### config.mk
export PLATFORM = sky130hd
export DESIGN_NAME = cw_wb_bridge
export DESIGN_NICKNAME = d
export VERILOG_FILES = /design/src/rtl/cw_pkg.sv /design/src/rtl/cw_beat_shifter.sv /design/src/rtl/cw_wb_bridge.sv
export SDC_FILE = /design/constraint.sdc
export NUM_CORES = 1
export LEC_CHECK = 0
export CORE_MARGIN = 3
export CORE_UTILIZATION = 35
export CTS_CLUSTER_DIAMETER = 100
export DETAILED_ROUTE_END_ITERATION = 10
export GPL_TIMING_DRIVEN = 0
export PLACE_DENSITY = 0.65
export SLEW_MARGIN = 40
export SYNTH_ARGS = -nofsm -noshare
export SYNTH_HDL_FRONTEND = slang
export SYNTH_SLANG_ARGS = --single-unit
### constraint.sdc
create_clock -name i_clk -period 2.1 [get_ports i_clk]
set_input_delay 0.42 -clock i_clk [delete_from_list [all_inputs] [get_ports i_clk]]
set_output_delay 0.42 -clock i_clk [all_outputs]
set_load 0.05 [all_outputs]
### src/rtl/cw_pkg.sv
// Shared definitions for the cw-to-Wishbone bridge.
// Contents: default cw link width, bridge state encoding and the
// beat-count helper used to size the beat shifters.
package cw_pkg;

  localparam int unsigned CW_W_DEFAULT = 16;

  typedef enum logic [2:0] {
    ST_IDLE  = 3'd0,
    ST_ADDR  = 3'd1,
    ST_WDATA = 3'd2,
    ST_WB    = 3'd3,
    ST_RESP  = 3'd4
  } cw_state_e;

  // Number of cw beats needed to carry a w-bit field (never less than 1).
  function automatic int unsigned ceil_div(input int unsigned w, input int unsigned cw);
    int unsigned n;
    n = (w + cw - 1) / cw;
    return (n == 0) ? 1 : n;
  endfunction

endpackage : cw_pkg

### src/rtl/cw_beat_shifter.sv
// Beat shifter between a CW_W-bit link and a W-bit parallel word.
// Load side: start_i puts a beat into slot 0, load_i into the next slot;
// slots are LSB first and bits above W in the last slot are discarded.
// Unload side: par_load_i takes a zero-padded word, shift_i moves the next
// beat down to beat_o, so unused bits of the last beat come out as 0.
// Ports:
//   clk_i, rst_ni       clock, async active-low reset
//   start_i, load_i     serial load controls, beat_i the inbound beat
//   par_load_i, par_i   parallel load for serial unload
//   shift_i             advance unload by one beat
//   par_o               assembled word, beat_o current outbound beat
//   cnt_o               beats loaded / beats shifted out
module cw_beat_shifter
  import cw_pkg::*;
#(
  parameter int unsigned  W     = 16,
  parameter int unsigned  CW_W  = CW_W_DEFAULT,
  localparam int unsigned NB    = ceil_div(W, CW_W),
  localparam int unsigned CNT_W = $clog2(NB + 1)
) (
  input  logic             clk_i,
  input  logic             rst_ni,
  input  logic             start_i,
  input  logic             load_i,
  input  logic [CW_W-1:0]  beat_i,
  input  logic             par_load_i,
  input  logic [W-1:0]     par_i,
  input  logic             shift_i,
  output logic [W-1:0]     par_o,
  output logic [CW_W-1:0]  beat_o,
  output logic [CNT_W-1:0] cnt_o
);

  localparam int unsigned BW = NB * CW_W;

  logic [BW-1:0]    buf_q, buf_d;
  logic [CNT_W-1:0] cnt_q, cnt_d;

  // Next buffer/count; the four operations are mutually exclusive in use.
  always_comb begin
    buf_d = buf_q;
    cnt_d = cnt_q;
    if (start_i) begin
      buf_d = BW'(beat_i);
      cnt_d = CNT_W'(1);
    end else if (load_i) begin
      for (int unsigned k = 0; k < NB; k++) begin
        if (cnt_q == CNT_W'(k)) buf_d[k*CW_W +: CW_W] = beat_i;
      end
      if (cnt_q != CNT_W'(NB)) cnt_d = cnt_q + CNT_W'(1);
    end else if (par_load_i) begin
      buf_d = BW'(par_i);
      cnt_d = '0;
    end else if (shift_i) begin
      buf_d = buf_q >> CW_W;
      if (cnt_q != CNT_W'(NB)) cnt_d = cnt_q + CNT_W'(1);
    end
  end

  always_ff @(posedge clk_i or negedge rst_ni) begin
    if (!rst_ni) begin
      buf_q <= '0;
      cnt_q <= '0;
    end else begin
      buf_q <= buf_d;
      cnt_q <= cnt_d;
    end
  end

  assign par_o  = buf_q[W-1:0];
  assign beat_o = buf_q[CW_W-1:0];
  assign cnt_o  = cnt_q;

endmodule : cw_beat_shifter

### src/rtl/cw_wb_bridge.sv
// Compressed-bus (cw) slave to classic Wishbone master bridge.
// Collects address (and write-data) beats from the cw link, runs a single
// Wishbone cycle, and returns read data as beats or a one-cycle ack/err.
// Optional bus-hang timeout: define CW_WB_TIMEOUT_EN.
// Ports:
//   i_clk, i_rst           clock, async active-low reset
//   cw_req/cw_dir/cw_sel   transfer start, direction, byte selects
//   cw_io_i / cw_io_o      inbound / outbound beats
//   cw_ack, cw_err         response pulses
//   wb_*                   Wishbone master interface
//   o_busy                 bridge not idle
module cw_wb_bridge
  import cw_pkg::*;
#(
  parameter int unsigned CW_W        = CW_W_DEFAULT,
  parameter int unsigned WB_ADDR_W   = 24,
  parameter int unsigned WB_DATA_W   = 16,
  parameter int unsigned WB_SEL_BITS = 2,
  parameter int unsigned TIMEOUT     = 255
) (
  input  logic                   i_clk,
  input  logic                   i_rst,
  input  logic                   cw_req,
  input  logic                   cw_dir,
  input  logic [WB_SEL_BITS-1:0] cw_sel,
  input  logic [CW_W-1:0]        cw_io_i,
  output logic [CW_W-1:0]        cw_io_o,
  output logic                   cw_ack,
  output logic                   cw_err,
  output logic                   wb_cyc,
  output logic                   wb_stb,
  output logic                   wb_we,
  output logic [WB_ADDR_W-1:0]   wb_adr,
  output logic [WB_DATA_W-1:0]   wb_o_dat,
  input  logic [WB_DATA_W-1:0]   wb_i_dat,
  output logic [WB_SEL_BITS-1:0] wb_sel,
  input  logic                   wb_ack,
  input  logic                   wb_err,
  output logic                   o_busy
);

  localparam int unsigned AB        = ceil_div(WB_ADDR_W, CW_W);
  localparam int unsigned DB        = ceil_div(WB_DATA_W, CW_W);
  // Address slots first, write data starts on the next beat boundary.
  localparam int unsigned AW_W      = AB * CW_W + WB_DATA_W;
  localparam int unsigned AW_CNT_W  = $clog2(AB + DB + 1);
  localparam int unsigned RD_CNT_W  = $clog2(DB + 1);

  cw_state_e              state_q, state_d;
  logic                   dir_q, dir_d;
  logic [WB_SEL_BITS-1:0] sel_q, sel_d;
  logic                   cyc_q, we_q, ack_q, err_q, busy_q;
  logic                   ack_d, err_d;

  logic                   aw_start, aw_load;
  logic [AW_W-1:0]        aw_par;
  logic [AW_CNT_W-1:0]    aw_cnt;
  logic [CW_W-1:0]        unused_aw_beat;
  logic                   unused_aw_par;

  logic                   rd_load, rd_shift;
  logic [CW_W-1:0]        rd_beat;
  logic [RD_CNT_W-1:0]    rd_cnt;
  logic [WB_DATA_W-1:0]   unused_rd_par;

`ifdef CW_WB_TIMEOUT_EN
  localparam int unsigned TMO_W = ($clog2(TIMEOUT + 1) > 8) ? $clog2(TIMEOUT + 1) : 8;
  logic [TMO_W-1:0] tmo_q, tmo_d;
`else
  localparam int unsigned unused_timeout = TIMEOUT;
`endif

  // Inbound path: address beats, then write-data beats.
  cw_beat_shifter #(.W(AW_W), .CW_W(CW_W)) u_aw_shift (
    .clk_i      (i_clk),
    .rst_ni     (i_rst),
    .start_i    (aw_start),
    .load_i     (aw_load),
    .beat_i     (cw_io_i),
    .par_load_i (1'b0),
    .par_i      ('0),
    .shift_i    (1'b0),
    .par_o      (aw_par),
    .beat_o     (unused_aw_beat),
    .cnt_o      (aw_cnt)
  );

  // Outbound path: read data serialised onto cw_io_o.
  cw_beat_shifter #(.W(WB_DATA_W), .CW_W(CW_W)) u_rd_shift (
    .clk_i      (i_clk),
    .rst_ni     (i_rst),
    .start_i    (1'b0),
    .load_i     (1'b0),
    .beat_i     ('0),
    .par_load_i (rd_load),
    .par_i      (wb_i_dat),
    .shift_i    (rd_shift),
    .par_o      (unused_rd_par),
    .beat_o     (rd_beat),
    .cnt_o      (rd_cnt)
  );

  assign unused_aw_par = ^aw_par;

  // Next-state and response logic.
  always_comb begin
    state_d  = state_q;
    dir_d    = dir_q;
    sel_d    = sel_q;
    ack_d    = 1'b0;
    err_d    = 1'b0;
    aw_start = 1'b0;
    aw_load  = 1'b0;
    rd_load  = 1'b0;
    rd_shift = 1'b0;
`ifdef CW_WB_TIMEOUT_EN
    tmo_d    = '0;
`endif
    unique case (state_q)
      ST_IDLE: begin
        if (cw_req) begin
          aw_start = 1'b1;
          dir_d    = cw_dir;
          sel_d    = cw_sel;
          if (AB > 1)      state_d = ST_ADDR;
          else if (cw_dir) state_d = ST_WDATA;
          else             state_d = ST_WB;
        end
      end
      ST_ADDR: begin
        aw_load = 1'b1;
        if (aw_cnt == AW_CNT_W'(AB - 1)) state_d = dir_q ? ST_WDATA : ST_WB;
      end
      ST_WDATA: begin
        aw_load = 1'b1;
        if (aw_cnt == AW_CNT_W'(AB + DB - 1)) state_d = ST_WB;
      end
      ST_WB: begin
        if (wb_err) begin
          err_d   = 1'b1;
          state_d = ST_IDLE;
        end else if (wb_ack) begin
          if (dir_q) begin
            ack_d   = 1'b1;
            state_d = ST_IDLE;
          end else begin
            // First response beat is presented in the first RESP cycle.
            rd_load = 1'b1;
            ack_d   = 1'b1;
            state_d = ST_RESP;
          end
        end
`ifdef CW_WB_TIMEOUT_EN
        else if (tmo_q == TMO_W'(TIMEOUT - 1)) begin
          err_d   = 1'b1;
          state_d = ST_IDLE;
        end else begin
          tmo_d = tmo_q + TMO_W'(1);
        end
`endif
      end
      ST_RESP: begin
        rd_shift = 1'b1;
        if (rd_cnt == RD_CNT_W'(DB - 1)) state_d = ST_IDLE;
        else                             ack_d   = 1'b1;
      end
      default: state_d = ST_IDLE;
    endcase
  end

  // Reset drops cyc/stb immediately since they come straight from cyc_q.
  always_ff @(posedge i_clk or negedge i_rst) begin
    if (!i_rst) begin
      state_q <= ST_IDLE;
      dir_q   <= 1'b0;
      sel_q   <= '0;
      cyc_q   <= 1'b0;
      we_q    <= 1'b0;
      ack_q   <= 1'b0;
      err_q   <= 1'b0;
      busy_q  <= 1'b0;
    end else begin
      state_q <= state_d;
      dir_q   <= dir_d;
      sel_q   <= sel_d;
      cyc_q   <= (state_d == ST_WB);
      we_q    <= (state_d == ST_WB) && dir_d;
      ack_q   <= ack_d;
      err_q   <= err_d;
      busy_q  <= (state_d != ST_IDLE);
    end
  end

`ifdef CW_WB_TIMEOUT_EN
  always_ff @(posedge i_clk or negedge i_rst) begin
    if (!i_rst) tmo_q <= '0;
    else        tmo_q <= tmo_d;
  end
`endif

  assign wb_cyc   = cyc_q;
  assign wb_stb   = cyc_q;
  assign wb_we    = we_q;
  assign wb_adr   = aw_par[WB_ADDR_W-1:0];
  assign wb_o_dat = aw_par[AB*CW_W +: WB_DATA_W];
  assign wb_sel   = sel_q;
  assign cw_io_o  = rd_beat;
  assign cw_ack   = ack_q;
  assign cw_err   = err_q;
  assign o_busy   = busy_q;

endmodule : cw_wb_bridge

* Word-level counts from Yosys, hierarchy flattened
Cells that the tools add are included.
** Storage, ports and cells
- Bits of input ports :: 40
- Output and inout bits :: 64
- Bits in registers :: 70
- Word-level logic and storage cells :: 78
** Cells by class
- Reductions and logical operators :: 16
- Add/sub/neg operators :: 2
- Muxes and demuxes :: 38
- Equality and inequality tests :: 8
** Operators by type and width (count)
- 48-bit 2-to-1 mux :: 2
- 16-bit 2-to-1 mux :: 5
- 3-bit 2-to-1 mux :: 7
- 1-bit 2-to-1 mux :: 19
- 3-bit one-hot mux with 5 select lines :: 1
- 2-bit nonzero test :: 6
- 2-bit AND reduction :: 5
- 3-bit by 2-bit equality test with 1-bit output, second input constant :: 3
- 2-bit 2-to-1 mux :: 3
- 3-bit by 1-bit equality test with 1-bit output, second input constant :: 1
- 3-bit equality test, second input constant :: 1
- 3-bit zero test :: 1
- 3-bit nonzero test :: 1
- 2-bit by 1-bit adder with 2-bit output, second input constant :: 1
- 2-bit by 1-bit equality test with 1-bit output, second input constant :: 1
- 2-bit equality test, second input constant :: 1
- 2-bit zero test :: 1
- 2-bit != test, second input constant :: 1
- 1-bit one-hot mux with 2 select lines :: 1
- 2-bit OR reduction :: 1
- 1-bit adder, second input constant :: 1
- 1-bit logical AND :: 1

* Longest topological paths before layout
- Depth in word-level cells :: 6
- Gate-level depth with buffers :: 8
- Depth with buffers taken out :: 6

* Modules after synthesis
A second synthesis with hierarchy kept.
** Second synthesis, totals
- Cell total of the unflattened synthesis :: 448
- Area, all modules :: 4789.6 um^2
** By module, submodules not included
- cw_beat_shifter at u_aw_shift :: cells each 299, area each 3195.6 um^2, seq. area each 1251.2 um^2, instances 1
- cw_beat_shifter at u_rd_shift :: cells each 96, area each 1014.7 um^2, seq. area each 425.4 um^2, instances 1
- cw_wb_bridge :: cells each 53, area each 579.3 um^2, seq. area each 275.3 um^2, instances 1

* Worst setup path after synthesis
No wires, ideal clock.
- Path kind :: reg-to-reg
- Start point :: reg u_aw_shift.cnt_q[0], in the netlist u_aw_shift.cnt_o[0]
- End point :: reg u_aw_shift.buf_q[36], in the netlist u_aw_shift.par_o[36]
- Required time :: 1.975 ns
- Path buffers :: 1
- Setup slack :: 0.337 ns
- Library setup time :: 0.125 ns
- Data arrival time :: 1.638 ns
- Clock period less this slack :: 1.763 ns
- Stages on the path, launching flop included :: 7
- Cell sequence :: dfrtp_1 > inv_1 > ha_1 > nand2b_1 > a211oi_4 > buf_6 > mux2_2
** On the way
- Longest elaborated chain between the ends :: 3
** RTL lines
- start: declaration :: line cw_beat_shifter.sv:37 : logic [CNT_W-1:0] cnt_q, cnt_d;
- start signal: assignment :: line cw_beat_shifter.sv:66 : cnt_q <= cnt_d;
- 2-bit equality test :: line cw_beat_shifter.sv:48 : if (cnt_q == CNT_W'(k)) buf_d[k*CW_W +: CW_W] = beat_i;
- 2-bit nonzero test (no source line)
- 2-bit AND reduction (no source line)
- end signal: assignment :: line cw_beat_shifter.sv:65 : buf_q <= buf_d;
- end: declaration :: line cw_beat_shifter.sv:36 : logic [BW-1:0] buf_q, buf_d;
Every way passes these cells.
A chain may end at the register's enable or synchronous reset.

* Worst setup path in the final report
- Start point :: reg cyc_q, in the netlist wb_cyc
- End point :: out wb_stb
** RTL lines
- start: declaration :: line cw_wb_bridge.sv:52 : logic cyc_q, we_q, ack_q, err_q, busy_q;
- start signal: assignment :: line cw_wb_bridge.sv:186 : cyc_q <= (state_d == ST_WB);
- end: declaration :: line cw_wb_bridge.sv:31 : output logic wb_stb,
No word-level cell between the ends.

==> impl_metrics.py <==
metrics = {
    "floorplanning": {
        "die_h_um": 98.6,
        "core_um2": 8260,
        "num_io_pins": 104,
        "dieArea_um2": 9710,
        "rows": 33,
        "initial_core_util_pct": 36.3,
        "die_w_um": 98.6,
    },
    "clocking": {
        "numCtsBuffers": 9,
        "clk_latency_ps": 340,
        "clockBufferDepth": 2,
        "cts_sinks": 70,
        "htree_levels": 3,
        "cts_resized": 0,
        "clkSlewWorstSetupHoldPaths_ps": 80,
        "cts_tree": "built",
        "root_buffer": "clkbuf_8",
    },
    "finish": {
        "utilization_pct": 53.1,
        "antenna_cells": 0,
        "flow.area_growth_from_synthesis_pct": 46.4,
        "finalNetCount": 371,
        "fin_cells": 436,
        "drive_above_1_share_pct": 24.2,
    },
    "place": {
        "dp_cells": 420,
        "gp_congestion": 0.680,
        "hpwl_mm": 4.91,
        "numPortBuffers": 103,
    },
    "synth": {
        "synth-seq-area-share_pct": 58.4,
        "synth_area_um2": 3000,
        "yosys.area.top_type_share_pct": 58.4,
        "avgSynthCellArea_um2": 14.2,
        "synth-edff-count": 0,
        "synth-seq-cells": 70,
        "synth_warnings": 0,
        "synthArstFlopShare_pct": 100,
        "synth_area_leaders": "dfrtp_1 (58%), mux2_2 (15%), a22o_1 (4.7%)",
        "yosys.cell_types.count": 36,
        "synthFlopType": "dfrtp_1",
        "syn_nets": 255,
        "synthCells": 211,
        "synth_top_area_cell": "dfrtp_1",
    },
    "critical_path": {
        "r2r-end": "u_aw_shift.par_o[36]",
        "crit_slowest_cell": "clkdlybuf4s50_1",
        "critPathMaxFanout": 2,
        "r2r_setup_slack_ps": 140,
        "r2r_cells": 6,
        "worstPathRequired_ps": 1680,
        "crit_type": "reg -> out",
        "startpoint_type": "flop",
        "end_kind": "output port",
        "crit_chain": "buf_4, clkdlybuf4s50_1",
        "r2r-start": "u_aw_shift.cnt_o[0]",
        "arrival_ps": 1600,
        "crit_path_max_incr_delay_ps": 780,
    },
    "timing": {
        "finalCritPeriodShare_pct": 96.1,
        "tightestPinTransition_ps": 521,
        "timing.slew.headroom_pct": 65.2,
        "whs_ps": 489,
        "slew_violations": 0,
        "timing.fmax_mhz": 495,
        "setup_viol": 0,
        "min_period_ps": 2020,
        "grt_setup_unrepaired": "no",
        "report.final.hold_viol_count": 0,
        "fin_setup_tns_ps": 0,
        "finalClockSkew_ps": 12.7,
    },
    "hold_path": {
        "min_to": "cw_ack",
        "hold_depth": 2,
        "holdCritPathClass": "reg -> reg",
        "hp-start": "u_rd_shift.cnt_o",
    },
    "drt": {
        "via_per_inst": 4.80,
        "met1_length_mm": 2.90,
        "drc": 0,
        "wire_per_inst_um": 15.1,
        "drt_iter0_markers": 53,
        "routed-wl-met2_mm": 3.18,
        "top_layer": "met4",
        "met3WireLength_um": 476,
        "vias": 2094,
        "first_pass_iters": 4,
        "postRouteAntennaNets": 0,
        "wl_mm": 6.60,
    },
    "job": {
        "max-cap-violations": 0,
    },
    "grt": {
        "gr-total-overflow": 0,
        "grt_max_degree": 46,
        "grt_use_total_pct": 14.2,
        "grt_antenna_before_repair": 0,
        "grt_pass1_wl_mm": 11.0,
        "grt_pass1_vias": 2196,
    },
    "outcome": {
        "status": "finished clean",
    },
}
## flip-flops by register name, summed over array words and instances (netlist names)
name,count
cw_ack,1
cw_err,1
dir_q,1
o_busy,1
state_q,3
u_aw_shift.cnt_o,2
u_aw_shift.par_o,40
u_rd_shift.beat_o,16
u_rd_shift.cnt_o,1
wb_cyc,1
wb_sel,2
wb_we,1
## worst max-delay path by stage
stage,to,startpoint
2_1_floorplan,u_aw_shift.par_o[36],u_aw_shift.cnt_o[0]
5_1_grt,u_aw_shift.par_o[36],u_aw_shift.cnt_o[0]
3_5_place_dp,u_aw_shift.par_o[36],cw_req
6_report,wb_stb,wb_cyc
4_1_cts,wb_stb,wb_cyc
3_3_place_gp,u_aw_shift.par_o[37],i_rst
## synth_stat cells (2+ instances only)
cell,n
nand2_1,4
mux2i_1,2
nand2b_1,2
nor2b_1,15
nor3_1,2
buf_4,3
buf_6,6
nor3b_1,3
o21ai_0,3
mux2_2,41
a211oi_4,2
dfrtp_1,70
buf_2,4
ha_1,4
a211oi_2,2
inv_1,4
a22o_1,16
and3_1,2
nor2_1,7
a21oi_1,3
## cell type report
class	instances	area, µm²
clock buffers	11	141
flip-flops and latches	70	1750
inverters	4	15.0
plain buffers	13	110
clock inverters	4	47.5
fillers	754	3870
repair buffers	105	1070
multi-input cells	124	1120
well taps	105	131
## worst max-delay path, delay by kind of cell, from the launching register on
kind	cells	cell delay [ps]
buf+inv	2	890
flops	1	370
## metal layers
layer	GRT usage, %	up-vias
met2	22.6	72
met3	6.16	5
met4	2.52	0
li1	-	979
met5	0	-
met1	18.3	1038
## repair_timing
action,in CTS,in global routing
endpoints found under the hold margin,25,0
setup buffers,0,0
endpoints found under the setup margin,0,4
hold buffers,1,0
## through the flow
stage               setup WS [ps]  cell area [µm²]
finish                       81.3             4390
global route                 13.9             4390
CTS                          51.3             4390
global placement            -1840             4160
detailed placement           -269             4190
floorplan                     337             3000
## logic make-up after synthesis
logic type / Yosys count / synth area share, %
AOI/OAI and AO/OA: 31 / 9.18
xor gates and xnor gates: 1 / 0.292
adders and majority gates: 4 / 1.67
buffers and inverters: 17 / 4.17
DFF: 70 / 58.4
muxes: 44 / 16.4
and+or+nand+nor: 44 / 9.81
## layout by cell type, fill, tap and decap left out, types with 2 or more instances in the layout
cell             netlist  final
inv_1                  4      4
ha_1                   4      4
nor3b_1                3      3
clkinv_2               0      2
nor2_1                 7      7
mux2_2                41     41
buf_4                  3      3
a22o_1                16     16
clkdlybuf4s50_1        0    102
buf_2                  4      4
mux2i_1                2      2
a21oi_1                3      3
dfrtp_1               70     70
o21ai_0                3      3
nand2b_1               2      2
and3_1                 2      2
a211oi_2               2      2
clkbuf_8               0     10
nand2_1                4      4
nor2b_1               15     15
buf_6                  6      7
a211oi_4               2      2
nor3_1                 2      2
Power is not shown: default switching activity piles up to over one toggle a cycle in this logic, so the estimate is an artifact.
